## src/rtl/sec1_pkg.sv

```systemverilog
// Shared constants and state encoding for the SEC1 point encoder.
// Prefix bytes, frame lengths and the FSM state type.
package sec1_pkg;

    localparam logic [7:0] SEC1_PFX_INF  = 8'h00;
    localparam logic [7:0] SEC1_PFX_EVEN = 8'h02;
    localparam logic [7:0] SEC1_PFX_ODD  = 8'h03;
    localparam logic [7:0] SEC1_PFX_UNC  = 8'h04;

    localparam int unsigned SEC1_LEN_COMP = 33;
    localparam int unsigned SEC1_LEN_UNC  = 65;

    typedef enum logic [2:0] {
        IDLE,
        PREFIX,
        XB,
        YB,
        FINISH
    } sec1_state_e;

endpackage

```

## src/rtl/sec1_point_encoder.sv

```systemverilog
// Serialises an affine point as a SEC1 octet string over a byte-wide valid/ready stream.
// Frames are started by a rising edge of start; all outputs are registered.
module sec1_point_encoder
    import sec1_pkg::*;
#(
    parameter int unsigned COORD_W = 256,
    parameter int unsigned BYTE_W  = 8
) (
    input  logic               clk,
    input  logic               rst_n,
    input  logic               start,
    input  logic               compress,
    input  logic               infinity,
    input  logic [COORD_W-1:0] x_affine,
    input  logic [COORD_W-1:0] y_affine,
    output logic [BYTE_W-1:0]  m_tdata,
    output logic               m_tvalid,
    input  logic               m_tready,
    output logic               m_tlast,
    output logic               busy,
    output logic               done
);

    localparam int unsigned NBYTES = COORD_W / BYTE_W;
    localparam int unsigned CNT_W  = $clog2(NBYTES);
    localparam int unsigned IDX_W  = $clog2(COORD_W);
    localparam logic [CNT_W-1:0] LAST = CNT_W'(NBYTES - 1);

    sec1_state_e        state;
    logic [CNT_W-1:0]   cnt;
    logic [CNT_W-1:0]   cnt_nxt;
    logic               start_q;
    logic               comp_q;
    logic               inf_q;
    logic [COORD_W-1:0] x_q;
    logic [COORD_W-1:0] y_q;

    logic [COORD_W-1:0] sel_src;
    logic [CNT_W-1:0]   sel_idx;
    logic [IDX_W-1:0]   sel_base;
    logic [BYTE_W-1:0]  next_byte;

    assign cnt_nxt = cnt + 1'b1;

    // Byte that follows the one currently on the bus, used when a handshake advances the frame.
    always_comb begin
        sel_src = x_q;
        sel_idx = '0;
        case (state)
            XB: begin
                if (cnt == LAST) begin
                    sel_src = y_q;
                end else begin
                    sel_idx = cnt_nxt;
                end
            end
            YB: begin
                sel_src = y_q;
                sel_idx = cnt_nxt;
            end
            default: ;
        endcase
        sel_base  = IDX_W'(COORD_W - 1) - IDX_W'(sel_idx) * IDX_W'(BYTE_W);
        next_byte = sel_src[sel_base -: BYTE_W];
    end

    always_ff @(posedge clk or negedge rst_n) begin
        if (!rst_n) begin
            state    <= IDLE;
            cnt      <= '0;
            start_q  <= 1'b0;
            comp_q   <= 1'b0;
            inf_q    <= 1'b0;
            x_q      <= '0;
            y_q      <= '0;
            m_tdata  <= '0;
            m_tvalid <= 1'b0;
            m_tlast  <= 1'b0;
            busy     <= 1'b0;
            done     <= 1'b0;
        end else begin
            start_q <= start;
            done    <= 1'b0;
            case (state)
                IDLE: begin
                    if (start && !start_q) begin
                        x_q      <= x_affine;
                        y_q      <= y_affine;
                        comp_q   <= compress;
                        inf_q    <= infinity;
                        cnt      <= '0;
                        busy     <= 1'b1;
                        m_tvalid <= 1'b1;
                        m_tlast  <= infinity;
                        state    <= PREFIX;
                        if (infinity) begin
                            m_tdata <= SEC1_PFX_INF;
                        end else if (compress) begin
                            m_tdata <= y_affine[0] ? SEC1_PFX_ODD : SEC1_PFX_EVEN;
                        end else begin
                            m_tdata <= SEC1_PFX_UNC;
                        end
                    end
                end
                PREFIX: begin
                    if (m_tready) begin
                        if (inf_q) begin
                            m_tvalid <= 1'b0;
                            m_tlast  <= 1'b0;
                            done     <= 1'b1;
                            state    <= FINISH;
                        end else begin
                            cnt     <= '0;
                            m_tdata <= next_byte;
                            m_tlast <= 1'b0;
                            state   <= XB;
                        end
                    end
                end
                XB: begin
                    if (m_tready) begin
                        if (cnt != LAST) begin
                            cnt     <= cnt_nxt;
                            m_tdata <= next_byte;
                            m_tlast <= comp_q && (cnt_nxt == LAST);
                        end else if (comp_q) begin
                            m_tvalid <= 1'b0;
                            m_tlast  <= 1'b0;
                            done     <= 1'b1;
                            state    <= FINISH;
                        end else begin
                            cnt     <= '0;
                            m_tdata <= next_byte;
                            m_tlast <= 1'b0;
                            state   <= YB;
                        end
                    end
                end
                YB: begin
                    if (m_tready) begin
                        if (cnt != LAST) begin
                            cnt     <= cnt_nxt;
                            m_tdata <= next_byte;
                            m_tlast <= (cnt_nxt == LAST);
                        end else begin
                            m_tvalid <= 1'b0;
                            m_tlast  <= 1'b0;
                            done     <= 1'b1;
                            state    <= FINISH;
                        end
                    end
                end
                FINISH: begin
                    busy  <= 1'b0;
                    cnt   <= '0;
                    state <= IDLE;
                end
                default: state <= IDLE;
            endcase
        end
    end

endmodule

```

## config.mk

```make
export PLATFORM = sky130hd
export DESIGN_NAME = sec1_point_encoder
export DESIGN_NICKNAME = d
export VERILOG_FILES = /design/src/rtl/sec1_pkg.sv /design/src/rtl/sec1_point_encoder.sv
export SDC_FILE = /design/constraint.sdc
export NUM_CORES = 1
export LEC_CHECK = 0
export CORE_MARGIN = 8
export CORE_UTILIZATION = 56
export DETAILED_ROUTE_END_ITERATION = 10
export PLACE_DENSITY = 0.89
export SLEW_MARGIN = 20
export SYNTH_ARGS = -nofsm -noshare
export SYNTH_HDL_FRONTEND = slang
export SYNTH_SLANG_ARGS = --single-unit
```

## constraint.sdc

```tcl
create_clock -name clk -period 4.2 [get_ports clk]
set_clock_uncertainty 0.05 [all_clocks]
set_input_delay 0.84 -clock clk [delete_from_list [all_inputs] [get_ports clk]]
set_output_delay 0.84 -clock clk [all_outputs]
set_load 0.01 [all_outputs]
```

==> results.sh <==
export IMPL_cp_end_kind="flop"
export IMPL_routed_via_density=6.27
export IMPL_antenna_found_initial=22
export IMPL_total_power_w=0.0230
export IMPL_status="complete, no violations"
export IMPL_sw_frac_of_total=0.348
export IMPL_wl_per_cell_um=28.0
export IMPL_cts_hold_buf=0
export IMPL_pin_count=530
export IMPL_drtIter0Drc=2425
export IMPL_grt_pass1_vias=20900
export IMPL_track_usage=0.339
export IMPL_relSlewSlack=0.212
export IMPL_cts_tree="yes"
export IMPL_syn_area_mm2=0.0249
export IMPL_drive_gt1_frac=0.273
export IMPL_muxShareOfSynthArea=0.260
export IMPL_regToRegStartpoint="cnt[0]"
export IMPL_drt_wl_total_um=89300
export IMPL_htree_levels=2
export IMPL_p_sw_w=0.00798
export IMPL_timing_final_crit_share=0.900
export IMPL_synthToLayoutAreaGrowth_pct=31.6
export IMPL_synth_edf_count=0
export IMPL_initial_core_util=0.565
export IMPL_cts_resized=0
export IMPL_synth_xor_area_share=0.000702
export IMPL_rr_endpoint="m_tdata[7]"
export IMPL_required_ns=4.62
export IMPL_clk_insertion_delay_late_ns=0.61
export IMPL_ff2ff_path_depth=11
export IMPL_vdd_drop_max_mv=0.514
export IMPL_synth_compound_area_frac=0.0698
export IMPL_grt_max_degree=136
export IMPL_yosys_top_cells_area="dfrtp_1 54%, mux2_2 23%, nand2_1 4.7%"
export IMPL_setup_viol=0
export IMPL_worstMarginPinSlew_ns=1.17
export IMPL_start_kind="flop"
export IMPL_intPower_w=0.0150
export IMPL_place_congestion=0.961
export IMPL_fill_cells=2822
export IMPL_cp_arrival_ns=4.20
export IMPL_synth_area_leader_cell="dfrtp_1"
export IMPL_postCtsSetupBuffers=0
export IMPL_antenna_left=0
export IMPL_dr_pass1_iters=6
export IMPL_nets=3053
export IMPL_cp_max_fo=19
export IMPL_cts_buffers=55
export IMPL_gr_total_overflow=0
export IMPL_yosys_area_share_simple=0.100
export IMPL_syn_avg_cell_area_um2=12.2
export IMPL_portBuffers=529
export IMPL_tns_ns=0
export IMPL_die_y_um=227
export IMPL_place_hpwl_um=63400
export IMPL_ys_warnings_count=0
export IMPL_vias=20000
export IMPL_power_density_mw_per_mm2=700
export IMPL_synth_top_area_share=0.537
export IMPL_reg2reg_setup_slack_ns=0.42
export IMPL_clkTransAtPathRegs_ns=0.06
export IMPL_p_leak_nw=13.6
export IMPL_rows=77
export IMPL_netlist_instances=2053
export IMPL_rsz0062_at_grt="false"
export IMPL_synthFlopType="dfrtp_1"
export IMPL_p_comb_frac=0.368
export IMPL_cts_root_buf="clkbuf_16"
export IMPL_die_area_mm2=0.0516
export IMPL_ys_types=65
export IMPL_crit_type="reg2reg"
export IMPL_clock_path_buffers=3
export IMPL_p_clk_frac=0.220
export IMPL_hold_path_class="in2async"
export IMPL_drv_slew=0
export IMPL_ys_seq_area_frac=0.537
export IMPL_die_x_um=227
export IMPL_synth_seq_cells=535
export IMPL_drc=0
export IMPL_synth_top_family_by_area="multiplexers"
export IMPL_clock_sinks=535
export IMPL_maxCapViolCount=0
export IMPL_async_flop_share=1.00
export IMPL_fp_coreArea_mm2=0.0441
export IMPL_seq_power_share=0.412
export IMPL_grt_pass1_wl_um=132000
export IMPL_hold_violations=0
export IMPL_fin_util=0.744
export IMPL_max_freq_ghz=0.265
export IMPL_period_minus_slack_ns=3.78
export IMPL_synthAdderAreaFrac=0.00201
export IMPL_synth_net_count=2575
metal layers:
| metal | track usage | routed length [um] | vias to the layer above |
|---|---|---|---|
| met1 | 0.424 | 33400 | 10100 |
| met3 | 0.0786 | 7920 | 272 |
| met5 | 0 | 63 | - |
| met2 | 0.555 | 43600 | 1136 |
| li1 | - | - | 8443 |
| met4 | 0.164 | 4390 | 10 |
per-stage QoR:
stage	cells	worst slack [ns]	hold WS [ns]	area [um^2]
2_1_floorplan	2053	1.37	0.422	24900
3_3_place_gp	3066	0.557	0.419	30900
3_5_place_dp	3066	0.493	0.438	30900
4_1_cts	3166	0.492	0.208	32800
5_1_grt	3183	0.246	0.232	32800
6_report	3186	0.422	0.191	32800
cells in the final DEF (no fill, tap or decap), types with 33 or more instances in the layout:
master             n
nand2_1          309
clkdlybuf4s50_1  528
nand3_1           92
a311oi_1          41
dfrtp_1          535
mux2_2           514
buf_4             38
a211oi_1          54
and3_1            52
a21oi_1           33
clkbuf_16         57
registers in the layout, indices dropped and copies added, names as in the netlist, 3 cells and up:
| signal | cells |
|---|---|
| cnt | 5 |
| m_tdata | 8 |
| state | 3 |
| y_q | 256 |
| x_q | 256 |
layout make-up:
type                            instances  area [um^2]  area share
Antenna cell                           20         50.0     0.00153
Clock buffer                           81         1690      0.0514
Clock inverter                         19          185     0.00564
Inverter                                5         18.8    0.000572
Multi-Input combinational cell       1351        10800       0.330
Sequential cell                       535        13400       0.408
Tap cell                              592          741      0.0226
Timing Repair Buffer                  583         5910       0.180
power by group through the flow:
stage | clock, W | combinational [W] | sequential (W)
final | 0.00504 | 0.00845 | 0.00947
after global routing | 0.00529 | 0.00902 | 0.00967
after detailed placement | 0 | 0.00823 | 0.00940
after global placement | 0 | 0.00800 | 0.00925
after CTS | 0.00508 | 0.00838 | 0.00938
after floorplan | 0 | 0.00573 | 0.00871
synthesized netlist by cell type, types with 23 or more instances:
| cell type | instances |
|---|---|
| and3_1 | 52 |
| nand3_1 | 92 |
| nand4_1 | 27 |
| o21ai_0 | 27 |
| a31oi_1 | 31 |
| dfrtp_1 | 535 |
| a21oi_1 | 33 |
| buf_2 | 49 |
| nor2_1 | 28 |
| a211oi_1 | 54 |
| clkbuf_1 | 85 |
| a311oi_1 | 41 |
| mux4_2 | 23 |
| nand2_1 | 310 |
| mux2_2 | 514 |
kinds of logic (layout without fill, tap and decap cells):
logic type | after synthesis | count (layout)
other cells | 0 | 20
mux | 552 | 552
buf+inv | 167 | 688
fa+ha+maj | 4 | 4
flops | 535 | 535
xor+xnor | 2 | 2
compound gates | 246 | 246
simple gates | 547 | 547
how the worst max path moves through the flow:
stage	start	end	slack, ns	cells after the start
floorplan	cnt[0]	m_tdata[2]	1.37	13
global placement	cnt[0]	m_tdata[2]	0.56	11
detailed placement	cnt[0]	m_tdata[1]	0.49	12
CTS	cnt[0]	m_tdata[1]	0.49	12
global route	cnt[0]	m_tdata[7]	0.25	11
finish	cnt[0]	m_tdata[7]	0.42	11
worst max-delay path: stages, from the launching register on:
cell      delay [ns]
dfrtp_1         0.45
ha_1            0.21
and3_1          0.20
ha_1            0.16
nor2b_1         0.67
nor2_1          0.19
nand2_2         0.49
a211oi_1        0.11
a311oi_1        0.32
a31oi_1         0.10
o21ai_0         0.54
a21oi_1         0.14
Note: power is estimated with default switching activity, not from simulation.
